[config.mk]
export PLATFORM = sky130hd
export DESIGN_NAME = button_debounce_array
export DESIGN_NICKNAME = d
export VERILOG_FILES = /design/src/rtl/button_debounce_array_pkg.sv /design/src/rtl/button_debounce_array_btn_chan.sv /design/src/rtl/button_debounce_array.sv
export SDC_FILE = /design/constraint.sdc
export NUM_CORES = 1
export LEC_CHECK = 0
export BUFFER_PORTS_ARGS = -buffer_cell sky130_fd_sc_hd__buf_2
export CAP_MARGIN = 20
export CORE_ASPECT_RATIO = 0.8
export CORE_MARGIN = 3
export CORE_UTILIZATION = 60
export CTS_CLUSTER_SIZE = 25
export DETAILED_ROUTE_END_ITERATION = 6
export GPL_TIMING_DRIVEN = 0
export MAX_ROUTING_LAYER = met4
export PLACE_DENSITY = 0.75
export SYNTH_ARGS = -nofsm -noshare
export SYNTH_HDL_FRONTEND = slang
export SYNTH_HIERARCHICAL = 1
export SYNTH_SLANG_ARGS = --single-unit
[constraint.sdc]
create_clock -name clk -period 7.4 [get_ports clk]
set_input_delay 0.74 -clock clk [delete_from_list [all_inputs] [get_ports clk]]
set_output_delay 0.74 -clock clk [all_outputs]
set_load 0.02 [all_outputs]
[src/rtl/button_debounce_array_pkg.sv]
// Shared types and default timing for the button debounce array.
// Holds the per-channel FSM state encoding and a counter-width helper.
package button_debounce_array_pkg;

    typedef enum logic [1:0] {
        ST_IDLE    = 2'd0,
        ST_PRESSED = 2'd1,
        ST_LONG    = 2'd2
    } btn_state_t;

    localparam int DEF_N_CH       = 4;
    localparam int DEF_DEB_CYC    = 20000;
    localparam int DEF_LONG_CYC   = 1000000;
    localparam int DEF_RPT_CYC    = 200000;
    localparam int DEF_ACTIVE_LOW = 1;

    // Bits needed to count 0..n-1; never less than one bit.
    function automatic int cnt_w(input int n);
        return (n < 2) ? 1 : $clog2(n);
    endfunction

endpackage

[src/rtl/button_debounce_array_btn_chan.sv]
// One button channel: synchroniser, debounce filter and
// press / long-press / auto-repeat event generator.
module btn_chan
    import button_debounce_array_pkg::*;
#(
    parameter int DEB_CYC    = DEF_DEB_CYC,
    parameter int LONG_CYC   = DEF_LONG_CYC,
    parameter int RPT_CYC    = DEF_RPT_CYC,
    parameter int ACTIVE_LOW = DEF_ACTIVE_LOW
) (
    input  logic clk,
    input  logic rst,
    input  logic i_btn,
    output logic o_level,
    output logic o_press,
    output logic o_release,
    output logic o_long,
    output logic o_rpt
);

    localparam logic IDLE_RAW = (ACTIVE_LOW != 0);
    localparam int   DW       = cnt_w(DEB_CYC);
    localparam int   LW       = cnt_w(LONG_CYC);
    localparam int   RW       = cnt_w(RPT_CYC);
    localparam int   HW       = (LW > RW) ? LW : RW;

    localparam logic [DW-1:0] DEB_T  = DW'(DEB_CYC - 1);
    localparam logic [HW-1:0] LONG_T = HW'(LONG_CYC - 1);
    localparam logic [HW-1:0] RPT_T  =
        HW'((RPT_CYC == 0) ? 0 : RPT_CYC - 1);

    logic          r_sync1;
    logic          r_sync2;
    logic [DW-1:0] r_deb;
    logic [HW-1:0] r_hold;
    btn_state_t    r_state;

    logic w_sample;
    logic w_diff;
    logic w_done;
    logic w_rise;
    logic w_fall;

    // pressed = 1 regardless of pin polarity
    assign w_sample = r_sync2 ^ IDLE_RAW;
    assign w_diff   = (w_sample != o_level);
    assign w_done   = w_diff && (r_deb == DEB_T);
    assign w_rise   = w_done && !o_level;
    assign w_fall   = w_done && o_level;

    // Two-flop synchroniser, reset to the not-pressed pin level
    always_ff @(posedge clk or posedge rst) begin
        if (rst) begin
            r_sync1 <= IDLE_RAW;
            r_sync2 <= IDLE_RAW;
        end else begin
            r_sync1 <= i_btn;
            r_sync2 <= r_sync1;
        end
    end

    // Debounce: count stable disagreement, flip level when it lasts
    always_ff @(posedge clk or posedge rst) begin
        if (rst) begin
            r_deb     <= '0;
            o_level   <= 1'b0;
            o_press   <= 1'b0;
            o_release <= 1'b0;
        end else begin
            o_press   <= w_rise;
            o_release <= w_fall;
            if (w_done) begin
                o_level <= !o_level;
            end
            if (!w_diff || w_done) begin
                r_deb <= '0;
            end else begin
                r_deb <= r_deb + DW'(1);
            end
        end
    end

    // Hold FSM; a release always wins over a long/repeat event
    always_ff @(posedge clk or posedge rst) begin
        if (rst) begin
            r_state <= ST_IDLE;
            r_hold  <= '0;
            o_long  <= 1'b0;
            o_rpt   <= 1'b0;
        end else begin
            o_long <= 1'b0;
            o_rpt  <= 1'b0;
            unique case (r_state)
                ST_IDLE: begin
                    r_hold <= '0;
                    if (w_rise) begin
                        r_state <= ST_PRESSED;
                    end
                end
                ST_PRESSED: begin
                    if (w_fall) begin
                        r_state <= ST_IDLE;
                        r_hold  <= '0;
                    end else if (r_hold == LONG_T) begin
                        r_state <= ST_LONG;
                        r_hold  <= '0;
                        o_long  <= 1'b1;
                    end else begin
                        r_hold <= r_hold + HW'(1);
                    end
                end
                ST_LONG: begin
                    if (w_fall) begin
                        r_state <= ST_IDLE;
                        r_hold  <= '0;
                    end else if (RPT_CYC == 0) begin
                        r_hold <= '0;
                    end else if (r_hold == RPT_T) begin
                        r_hold <= '0;
                        o_rpt  <= 1'b1;
                    end else begin
                        r_hold <= r_hold + HW'(1);
                    end
                end
                default: begin
                    r_state <= ST_IDLE;
                    r_hold  <= '0;
                end
            endcase
        end
    end

endmodule

[src/rtl/button_debounce_array.sv]
// Array of independent debounced button channels.
// any_event is the only logic shared between channels.
module button_debounce_array
    import button_debounce_array_pkg::*;
#(
    parameter int N_CH       = DEF_N_CH,
    parameter int DEB_CYC    = DEF_DEB_CYC,
    parameter int LONG_CYC   = DEF_LONG_CYC,
    parameter int RPT_CYC    = DEF_RPT_CYC,
    parameter int ACTIVE_LOW = DEF_ACTIVE_LOW
) (
    input  logic            clk,
    input  logic            rst,
    input  logic [N_CH-1:0] btn_in,
    output logic [N_CH-1:0] btn_level,
    output logic [N_CH-1:0] btn_press,
    output logic [N_CH-1:0] btn_release,
    output logic [N_CH-1:0] btn_long,
    output logic [N_CH-1:0] btn_rpt,
    output logic            any_event
);

    for (genvar i = 0; i < N_CH; i++) begin : g_ch
        btn_chan #(
            .DEB_CYC   (DEB_CYC),
            .LONG_CYC  (LONG_CYC),
            .RPT_CYC   (RPT_CYC),
            .ACTIVE_LOW(ACTIVE_LOW)
        ) u_chan (
            .clk      (clk),
            .rst      (rst),
            .i_btn    (btn_in[i]),
            .o_level  (btn_level[i]),
            .o_press  (btn_press[i]),
            .o_release(btn_release[i]),
            .o_long   (btn_long[i]),
            .o_rpt    (btn_rpt[i])
        );
    end

    assign any_event = |(btn_press | btn_release | btn_long | btn_rpt);

endmodule
* Word level (Yosys, flattened, before mapping)
Index checks and enable logic that the tools add are counted.
** Storage, ports and cells
- Flip-flop bits (word level) :: 176
- Input bits :: 6
- Output and inout port bits :: 21
** Cells by class
- Add/subtract/negate cells :: 8
- Equal/unequal tests :: 36
- Muxes and demuxes :: 68
- Bitwise logic cells :: 7
- Reductions and logical operators :: 33
** Operators by type and width (count)
- 20-bit two-way mux :: 16
- 20-bit case mux with 2 select lines :: 4
- 20-bit by 1-bit adder with 20-bit output, second input constant :: 4
- 20-bit by 18-bit == test with 1-bit output, second input constant :: 4
- 20-bit == test, second input constant :: 4
- 15-bit by 1-bit adder with 15-bit output, second input constant :: 4
- 15-bit == test, second input constant :: 4
- 15-bit two-way mux :: 4
- 2-bit two-way mux :: 16
- 1-bit two-way mux :: 24
- 2-bit case mux with 3 select lines :: 4
- 2-bit by 1-bit inequality test with 1-bit output, second input constant :: 8
- 1-bit logical AND :: 12
- 3-bit by 1-bit inequality test with 1-bit output, second input constant :: 4
- 4-bit bitwise OR :: 3
- 3-bit AND reduction :: 4
- 2-bit by 1-bit == test with 1-bit output, second input constant :: 4
- 2-bit == test, second input constant :: 4
- 1-bit zero test :: 8
- 2-bit zero test :: 4
- 1-bit logical OR :: 4
- 1-bit inequality test :: 4
- 1-bit NOT :: 4
- 4-bit OR reduction :: 1

* Longest topological paths before layout
Gate-level depths: netlist of run 1.
- Word-level depth :: 6
- Mapped depth :: 8
- Gate-level depth less buffers :: 6

* By module
The synthesis of run 1 kept the hierarchy.
** By module, submodules not included
- btn_chan (g_ch[0].u_chan ...) :: times used 3, cells an instance 222, area an instance 2185.8 µm², seq. area each 1103.6 µm²
- btn_chan (g_ch[3].u_chan) :: times used 1, cells an instance 208, area an instance 2175.8 µm², seq. area each 1103.6 µm²
- button_debounce_array :: times used 1, cells an instance 5, area an instance 31.3 µm², seq. area each 0.0 µm²

* Worst setup path after synthesis of run 1
Ideal clock, no wire load.
- Kind :: register to register
- Start point :: reg g_ch[3].u_chan.r_deb[0]
- End point :: reg g_ch[3].u_chan.r_state[0]
- Arrival :: 2255 ps
- Required time :: 7272 ps
- Path slack :: 5017 ps
- Cell stages (with the launch flop) :: 8
- Path buffers :: 1
- Period minus slack after synthesis :: 2383 ps
- Cells stage by stage :: dfrtp_1 > ha_1 > or3b_1 > or4_4 > buf_6 > o31ai_2 > o211ai_1 > mux2_1
** On the way
- Cells in the longest elaborated chain, start to end :: 5
** Ends and longest elaborated chain
- start: declaration :: line button_debounce_array_btn_chan.sv:34 : logic [DW-1:0] r_deb;
- start signal: assignment :: line button_debounce_array_btn_chan.sv:78 : r_deb <= r_deb + DW'(1);
- 15-bit == test * :: line button_debounce_array_btn_chan.sv:47 : assign w_done = w_diff && (r_deb == DEB_T);
- 1-bit logical AND * :: line button_debounce_array_btn_chan.sv:47
- 1-bit logical AND, on equally long branches :: line button_debounce_array_btn_chan.sv:49, button_debounce_array_btn_chan.sv:48
- 3-bit by 1-bit inequality test with 1-bit output (no line), or another cell as far along
- 3-bit AND reduction (no line) / 2-bit case mux with 3 select lines (equally long branches)
- end signal: assignment :: line button_debounce_array_btn_chan.sv:86 : r_state <= ST_IDLE;
- end signal: assignment :: line button_debounce_array_btn_chan.sv:97 : r_state <= ST_PRESSED;
- end signal: assignment :: line button_debounce_array_btn_chan.sv:102 : r_state <= ST_IDLE;
- end: declaration :: line button_debounce_array_btn_chan.sv:36 : btn_state_t r_state;
Every way passes the cells marked *; elsewhere a longest branch is shown, timed or not.
A chain may end at the register's enable or synchronous reset.

* Worst setup path after layout of run 1
Same ends and word-level chain as after synthesis.

==> impl_metrics.tcl, run 1 <==
set metrics [dict create \
    period_needed_ns 2.65 \
    min_path_cells 0 \
    wl_per_cell_um 15.8 \
    synth_top_flop_cell "dfrtp_1" \
    cp_max_fo 10 \
    postCtsSetupBuffers 0 \
    ys_seq_elements 176 \
    drv_slew 0 \
    worstSkewPairLatency_ns 0.42 \
    regToRegEndpoint "g_ch[3].u_chan/r_state[0]" \
    fin_cells 1117 \
    cts_max_level 4 \
    dp_hpwl_mm 12.1 \
    ys.warnings.count 6 \
    die-area_um2 16100 \
    yosysMostFrequentCell "dfrtp_1" \
    skew_ns 0.00712 \
    postPlaceCellArea_um2 9120 \
    critPathLaunchType "flop" \
    fin_area_um2 9780 \
    seq_area_frac_synth_pct 50.4 \
    routed_via_density 5.87 \
    die_h_um 114 \
    worstHoldStart "g_ch[1].u_chan/r_sync1" \
    drc 0 \
    grt_pass1_wl_mm 30.8 \
    pre_cts_ws_ns 4.83 \
    place.gp.congestion 0.890 \
    yosysUniqueCellTypes 49 \
    postRouteAntennaNets 0 \
    wirelength_mm 17.7 \
    antenna_found_initial 0 \
    numCtsBuffers 17 \
    slew_headroom_pct 37.9 \
    cts.sinks 176 \
    cts-root-buf "clkbuf_16" \
    portBuffers 26 \
    synth_edf_count 0 \
    place_inst 1085 \
    worstSetupStartpoint "g_ch[3].u_chan/r_deb[0]" \
    ioPinCount 27 \
    ctsHoldBuffers 0 \
    synth_area_per_cell_um2 9.97 \
    hold_class "flop to flop" \
    end_kind "flop" \
    p_leak_nw 3.99 \
    fin_crit_sh_pct 35.8 \
    post_cts_resized 0 \
    ir_drop_mv 0.269 \
    tightest_slew_ns 0.918 \
    rsz0062_at_grt "false" \
    maxCapViolations 0 \
    ff2ff_setup_slack_ns 4.75 \
    final_hold_viol_count 0 \
    vias 6559 \
    crit_type "flop to flop" \
    grtUsageTotal_pct 24.2 \
    r2r_start "g_ch[3].u_chan/r_deb[0]" \
    drtPass1Iterations 5 \
    outcome "complete, no violations" \
    grt_max_degree 45 \
    synthArstFlopShare_pct 100 \
    cts_tree "yes" \
    grt_overflow 0 \
    n_antenna_cell 0 \
    clock_path_buffers 2 \
    ff2ff_path_depth 7 \
    fin_nets 950 \
    powerDensity_nw_per_um2 205 \
    synthCells 879 \
    layout-drive-gt1-share_pct 11.2 \
    finalSetupViolations 0 \
    syn_area_um2 8760 \
    yosysTopAreaCell "dfrtp_1" \
    synth_common_cells "dfrtp_1, nor2_1, nor3_1" \
    start_util_pct 62.9 \
    fillers 1015 \
    crit_arrival_ns 2.95 \
    synth_nets 905 \
    hold_end "g_ch[1].u_chan/r_sync2" \
    design.core.area_um2 13900 \
    area_growth_pct 11.5 \
    max_freq_mhz 378 \
    grt_pass1_vias 6689 \
    drt_iter0_drc 485 \
    fp.dieW_um 141 \
    synth_top_area_share_pct 48.0 \
    fin_setup_tns_ns 0 \
    synthTopCellsByArea "dfrtp_1, xnor2_1, xor2_1" \
    fp-row-count 38 \
    setup_ws_ns 4.75 \
    cp.required_ns 7.70 \
    p_total_mw 2.00 \
    path_clk_slew_ns 0.07 \
]
==> cell families (layout without fill, tap and decap cells) <==
logic type,count (synthesis),after routing,synth area share [%]
and+or+nand+nor,447,447,26.8
DFF,176,176,50.4
xor gates and xnor gates,125,125,12.5
buffers and inverters,65,123,3.74
AOI/OAI and AO/OA,42,42,3.33
adders and majority gates,20,20,2.86
muxes,4,4,0.471
==> per-layer routing <==
metal,GRT usage [%],routed length (um)
met5,-,0
met1,31.6,8060
met3,5.76,843
met4,6.33,145
met2,38.4,8640
==> state kept, by name, summed over array words and instances, names as in the netlist <==
register,count
g_ch.u_chan/r_hold,80
g_ch.u_chan/r_sync2,4
g_ch.u_chan/r_deb,60
g_ch.u_chan/o_long,4
g_ch.u_chan/o_rpt,4
g_ch.u_chan/r_state,8
g_ch.u_chan/o_press,4
g_ch.u_chan/r_sync1,4
g_ch.u_chan/o_level,4
g_ch.u_chan/o_release,4
==> report_power, final <==
| group | leakage, nW | internal [mW] | switching (mW) |
|---|---|---|---|
| registers | 2.42 | 0.971 | 0.00723 |
| clock network | 0.311 | 0.604 | 0.381 |
| logic | 1.25 | 0.00964 | 0.0317 |
| total | 3.99 | 1.58 | 0.420 |
==> through the flow <==
stage / hold slack, ns / util [%]
final: 0.356 / 70.2
after global routing: 0.365 / 70.2
after CTS: 0.356 / 70.2
after detailed placement: 0.347 / 65.5
after global placement: 0.348 / 65.5
after floorplan: 0.345 / -
==> cell usage in the layout, fill, tap and decap left out, types with 30 or more instances in the layout <==
cell type and count:
nand4_1 30, nor3b_1 31, buf_2 30, xnor2_1 64
dfrtp_1 168, inv_1 30, xor2_1 61, nor3_1 90
nand3_1 60, nor2_1 99, nand2_1 60
==> final cells by class <==
type | count | area [um^2] | share of cell area, %
Buffer | 31 | 200 | 2.05
Clock buffer | 17 | 425 | 4.35
Tap cell | 180 | 225 | 2.30
Inverter | 34 | 128 | 1.31
Multi-Input combinational cell | 638 | 4020 | 41.1
Timing Repair Buffer | 26 | 130 | 1.33
Sequential cell | 176 | 4410 | 45.2
Clock inverter | 15 | 230 | 2.36
==> worst max-delay path: stages, from the launching register on <==
cell	delay (ns)
dfrtp_1	0.38
ha_1	0.24
or3b_1	0.37
or4_4	0.54
buf_6	0.16
o31ai_2	0.32
o211ai_1	0.17
mux2_1	0.35
==> worst max-delay path by stage <==
stage	cells after the start	slack [ns]	endpoint
finish	7	4.75	g_ch[3].u_chan/r_state[0]
global placement	8	4.91	g_ch[3].u_chan/r_hold[1]
global route	6	4.63	g_ch[2].u_chan/r_hold[14]
detailed placement	7	4.83	g_ch[3].u_chan/r_state[0]
floorplan	7	5.02	g_ch[3].u_chan/r_state[0]
CTS	3	4.78	any_event
Note: power is estimated with default switching activity, not from simulation.
==> run 2, diff against run 1 <==
Settings changed: ABC_AREA from default to 1.
Clock period 7.4 ns to 2.6 ns, I/O delays scaled along.
==> impl_metrics.tcl, run 2 <==
set metrics [dict create \
    drv_slew 0 \
    wirelength_mm 17.8 \
    crit_arrival_ns 1.59 \
    routed_via_density 5.14 \
    crit_path_top_delay_cell "dfrtp_1" \
    clock_path_buffers 2 \
    multiInputGateArea_um2 4420 \
    post_cts_resized 0 \
    fin_crit_sh_pct 71.2 \
    grt_pass1_wl_mm 30.7 \
    path_cells "nor2_1 -> nand2_1 -> nor2_1 -> nand2_1 -> buf_2" \
    grt_pass1_vias 6620 \
    p_int_mw 4.56 \
    portBuffers 26 \
    worstSetupPathDepth 5 \
    drc 0 \
    wl_per_cell_um 12.9 \
    cts_max_level 4 \
    skew_ns 0.00745 \
    combPwrFrac_pct 2.3 \
    grt_overflow 0 \
    cp_max_fo 2 \
    largest_reg_flops 80 \
    synth_top_area_share_pct 44.4 \
    path_clk_slew_ns 0.07 \
    design.core.area_um2 15200 \
    yosysUniqueCellTypes 37 \
    tightest_slew_ns 0.892 \
    cpLargestDelayFamily "simple AND/OR/NAND/NOR gates" \
    numCtsBuffers 17 \
    synthTopCellsByArea "dfrtp_1, nor2_1, nand2_1" \
    area_growth_pct 12.4 \
    power.switching_mw 1.17 \
    p_total_mw 5.74 \
    synth_area_per_cell_um2 8.60 \
    mostFrequentLayoutCell "nor2_1" \
    ioPinCount 27 \
    place_inst 1339 \
    yosysTopAreaCell "dfrtp_1" \
    fin_nets 1179 \
    end_kind "output port" \
    finalSetupViolations 0 \
    top_regs "g_ch.u_chan/r_hold: 80 flops, g_ch.u_chan/r_deb: 60 flops, g_ch.u_chan/r_state: 8 flops" \
    seqPwrFrac_pct 48.5 \
    met1Wirelength_mm 8.88 \
    cp.required_ns 2.34 \
    seq_area_um2 4410 \
    critPathLaunchType "flop" \
    drt_iter0_drc 482 \
    start_util_pct 62.2 \
    layout-drive-gt1-share_pct 17.3 \
    n_antenna_cell 0 \
    rsz0062_at_grt "false" \
    place.gp.congestion 0.861 \
    seq_area_frac_synth_pct 46.6 \
    final_hold_viol_count 0 \
    hold_class "input port to asynchronous set/reset pin" \
    powerDensity_nw_per_um2 539 \
    p_leak_nw 4.57 \
    ff2ff_setup_slack_ns 0.77 \
    max_freq_mhz 540 \
    synth_edf_count 0 \
    cts_tree "yes" \
    top_register "g_ch.u_chan/r_hold" \
    r2r_start "g_ch[3].u_chan/r_deb[0]" \
    die_h_um 118 \
    ctsHoldBuffers 5 \
    postCtsSetupBuffers 0 \
    max_stage_delay_ns 0.45 \
    met2_length_mm 7.99 \
    syn_area_um2 9460 \
    maxCapViolations 0 \
    synth_common_cells "nor2_1, nand2_1, dfrtp_1" \
    ir_drop_mv 0.466 \
    synthCells 1100 \
    slew_headroom_pct 40.4 \
    crit_type "flop to output port" \
    antenna_found_initial 0 \
    wl_met3_um 739 \
    grt_max_degree 45 \
    fp.dieW_um 146 \
    regToRegEndpoint "g_ch[3].u_chan/r_hold[12]" \
    die-area_um2 17300 \
    fp-row-count 40 \
    period_needed_ns 1.85 \
    cts-root-buf "clkbuf_16" \
    final_cell_mix "nor2_1, nand2_1, dfrtp_1" \
    ys_seq_elements 176 \
    yosysMostFrequentCell "nor2_1" \
    final_util_pct 69.9 \
    dp_hpwl_mm 12.4 \
    top_layer_used "met4" \
    drtPass1Iterations 7 \
    grtUsageTotal_pct 22.1 \
    fin_setup_tns_ns 0 \
    worstSetupStartpoint "g_ch[0].u_chan/o_long" \
    synth_nets 1126 \
    postRouteAntennaNets 0 \
    vias 7075 \
    synthArstFlopShare_pct 100 \
    p_clk_share_pct 49.2 \
    swShare_pct 20.4 \
    synth_top_flop_cell "dfrtp_1" \
    outcome "complete, no violations" \
    cts.sinks 176 \
    critical_path_buf_inv_count 1 \
    fillers 1217 \
    ys.warnings.count 6 \
    cp-endpoint "any_event" \
    worstSkewPairLatency_ns 0.42 \
    ff2ff_path_depth 9 \
    fin_cells 1376 \
]
-- run 2: cell types whose count changed in the layout (fill, tap and decap cells not counted), moves of 21 or more --
cell     before  now
nor2_2        0   21
xnor2_1      64   16
inv_1        30  118
nor3_1       90   31
nor3b_1      31   10
nand2_1      60  181
nor2_1       99  197
nor2_4        0   36
-- run 2: per-layer routing --
layer / vias up / track usage, %
met5: - / -
met4: 0 / 5.11
met3: 13 / 4.83
met2: 152 / 32.8
met1: 3291 / 31.6
li1: 3619 / -
-- run 2: layout make-up --
| class | count | share of cell area (%) |
|---|---|---|
| clock inverter | 13 | 1.98 |
| timing repair buffer | 34 | 2.33 |
| inverter | 140 | 4.94 |
| buffer | 11 | 1.00 |
| tap | 210 | 2.47 |
| multi-input combinational | 773 | 41.5 |
| clock buffer | 19 | 4.26 |
| sequential | 176 | 41.5 |
-- run 2: power by group through the flow --
| stage | registers, mW | logic (mW) | clock network (mW) |
|---|---|---|---|
| after floorplan | 2.83 | 0.0864 | 0 |
| after global placement | 2.83 | 0.115 | 0 |
| after detailed placement | 2.83 | 0.131 | 0 |
| after CTS | 2.78 | 0.138 | 2.89 |
| after global routing | 2.78 | 0.155 | 3.01 |
| final | 2.78 | 0.132 | 2.82 |
-- run 2: logic make-up after synthesis --
kind of cell / share of synthesized area [%]
AND/OR/NAND/NOR: 34.1
flip-flops: 46.6
buffers and inverters: 6.68
AO/OA/AOI/OAI: 4.17
XOR/XNOR: 5.74
adder cells (fa/ha/maj): 2.64
-- run 2: worst min-delay path by stage --
stage | to | depth (start not counted) | start | slack [ns]
final | g_ch[0].u_chan/r_hold[4] | 3 | rst | 0.35
after global routing | g_ch[0].u_chan/r_hold[4] | 3 | rst | 0.35
after CTS | g_ch[0].u_chan/r_hold[4] | 3 | rst | 0.32
after detailed placement | g_ch[0].u_chan/r_hold[0] | 2 | rst | 0.23
after global placement | g_ch[2].u_chan/r_sync2 | 0 | g_ch[2].u_chan/r_sync1 | 0.35
after floorplan | g_ch[0].u_chan/r_sync1 | 0 | btn_in[0] | 0.26
-- run 2: per-stage QoR --
stage	hold slack, ns	cell area (um^2)	worst slack, ns
final	0.347	10600	0.749
after global routing	0.347	10600	0.570
after CTS	0.318	10600	0.721
after detailed placement	0.233	9920	0.786
after global placement	0.345	9860	0.650
after floorplan	0.264	9460	1.05
-- run 2: worst min-delay path: cells and delay by family --
kind,cells,cell delay [ns]
buffers and inverters,3,0.86
==> run 3, diff against run 2 <==
Clock period 2.6 ns to 1.8 ns, I/O delays scaled along.
==> impl_metrics.tcl, run 3 (synthesis gave the netlist of run 2 again) <==
set metrics [dict create \
    drv_slew 0 \
    worstSetupStartpoint "g_ch[1].u_chan/r_deb[0]" \
    die-area_um2 17300 \
    tightest_slew_ns 0.889 \
    cts_max_level 4 \
    hold_class "input port to asynchronous set/reset pin" \
    end_kind "flop" \
    period_needed_ns 1.70 \
    fp-row-count 40 \
    top_register "g_ch.u_chan/r_hold" \
    p_clk_share_pct 49.2 \
    cts_tree "yes" \
    ir_drop_mv 0.672 \
    postPlaceCellArea_um2 9920 \
    numCtsBuffers 17 \
    power.switching_mw 1.70 \
    cp_max_fo 10 \
    r2r_start "g_ch[1].u_chan/r_deb[0]" \
    path_cells "ha_1 -> nand3_2 -> nor2_4 -> nand3_4 -> nand3_2 -> nand2_4 -> nand2_8 -> buf_12 -> nor2_4" \
    ioPinCount 27 \
    drc 0 \
    n_antenna_cell 0 \
    design.core.area_um2 15200 \
    powerDensity_nw_per_um2 774 \
    critPathLaunchType "flop" \
    max_stage_delay_ns 0.38 \
    crit_path_top_delay_cell "dfrtp_1" \
    skew_ns 0.00721 \
    dp_hpwl_mm 12.4 \
    wirelength_mm 17.9 \
    grt_overflow 0 \
    fin_area_um2 10700 \
    cp.required_ns 2.11 \
    crit_type "flop to flop" \
    top_regs "g_ch.u_chan/r_hold: 80 flops, g_ch.u_chan/r_deb: 60 flops, g_ch.u_chan/r_state: 8 flops" \
    hold_slack_ns 0.266 \
    grt_pass1_wl_mm 30.7 \
    slew_headroom_pct 40.6 \
    drtPass1Iterations 5 \
    grt_pass1_vias 6618 \
    grtUsageTotal_pct 22.1 \
    wl_per_cell_um 13.0 \
    p_int_mw 6.60 \
    seqPwrFrac_pct 48.4 \
    cts.sinks 176 \
    setup_ws_ns 0.102 \
    vias 7103 \
    outcome "complete, no violations" \
    maxCapViolations 0 \
    final_cell_mix "nor2_1, nand2_1, dfrtp_1" \
    mostFrequentLayoutCell "nor2_1" \
    largest_reg_flops 80 \
    path_clk_slew_ns 0.07 \
    p_leak_nw 4.57 \
    place.gp.congestion 0.861 \
    die_h_um 118 \
    fp.dieW_um 146 \
    postRouteAntennaNets 0 \
    pre_cts_ws_ns -0.0137 \
    cts-root-buf "clkbuf_16" \
    max_freq_mhz 589 \
    fin_crit_sh_pct 94.3 \
    final_hold_viol_count 0 \
    portBuffers 26 \
    fin_nets 1180 \
    worstSkewPairLatency_ns 0.42 \
    area_growth_pct 13.2 \
    antenna_found_initial 0 \
    finalSetupViolations 0 \
    swShare_pct 20.5 \
    grt_max_degree 45 \
    drt_iter0_drc 443 \
    combPwrFrac_pct 2.3 \
    layout-drive-gt1-share_pct 18.3 \
    start_util_pct 62.2 \
    clock_path_buffers 2 \
    routed_via_density 5.16 \
    crit_arrival_ns 2.01 \
    fin_setup_tns_ns 0 \
]
[run 3: changes by cell type in the layout (fill, tap and decap cells not counted), sizes merged]
cell / delta
buf: -1
clkbuf: +2
[run 3: worst max-delay path, delay by kind of cell (launching register included)]
family        cells  cell delay (ns)
simple gates      7             0.80
fa+ha+maj         1             0.21
flops             1             0.38
buf+inv           1             0.19
[run 3: worst paths after layout]
path	end	slack [ns]	cells past startpoint
max in group asynchronous	g_ch[1].u_chan/r_deb[1]	0.66	3
min in group clk	g_ch[1].u_chan/r_sync2	0.36	0
worst min register to register	g_ch[1].u_chan/r_sync2	0.36	0
worst min-delay path	g_ch[0].u_chan/r_hold[4]	0.27	3
worst max-delay path	g_ch[1].u_chan/r_hold[13]	0.10	9
worst max register to register	g_ch[1].u_chan/r_hold[13]	0.10	9
[run 3: timing repair]
action | 4_1_cts | 5_1_grt
gates resized for setup | 2 | 16
hold endpoints to repair | 107 | 0
gates cloned | 0 | 0
pin swaps | 0 | 3
buffers inserted | 0 | 1
hold buffers | 5 | 0
setup endpoints to repair | 10 | 56
[run 3: stage by stage]
| step | utilization, % | cells | total power [mW] |
|---|---|---|---|
| after global routing | 70.4 | 1377 | 8.59 |
| after floorplan | - | 1100 | 4.21 |
| final | 70.4 | 1377 | 8.29 |
| after CTS | 70.0 | 1376 | 8.38 |
| after global placement | 64.8 | 1336 | 4.25 |
| after detailed placement | 65.2 | 1339 | 4.28 |
[run 3: layout make-up]
| type | count | area (um^2) |
|---|---|---|
| fillers | 1208 | 4500 |
| multi-input cells | 773 | 4480 |
| flip-flops and latches | 176 | 4410 |
| inverters | 140 | 526 |
| clock buffers | 19 | 453 |
| well taps | 210 | 263 |
| repair buffers | 35 | 255 |
| clock inverters | 13 | 210 |
| plain buffers | 11 | 111 |
[run 3: routing by layer]
layer,share of wire [%],wire length [um],track usage (%)
met4,0.88,157,5.11
met5,0,0,-
met2,45,8050,32.8
met1,50,8880,31.6
met3,4.4,786,4.83
[run 3: power by group through the flow]
| stage | registers [mW] | logic (mW) | clock network [mW] |
|---|---|---|---|
| after floorplan | 4.08 | 0.125 | 0 |
| after CTS | 4.01 | 0.199 | 4.17 |
| final | 4.02 | 0.194 | 4.08 |
| after global placement | 4.09 | 0.166 | 0 |
| after global routing | 4.02 | 0.227 | 4.35 |
| after detailed placement | 4.09 | 0.189 | 0 |
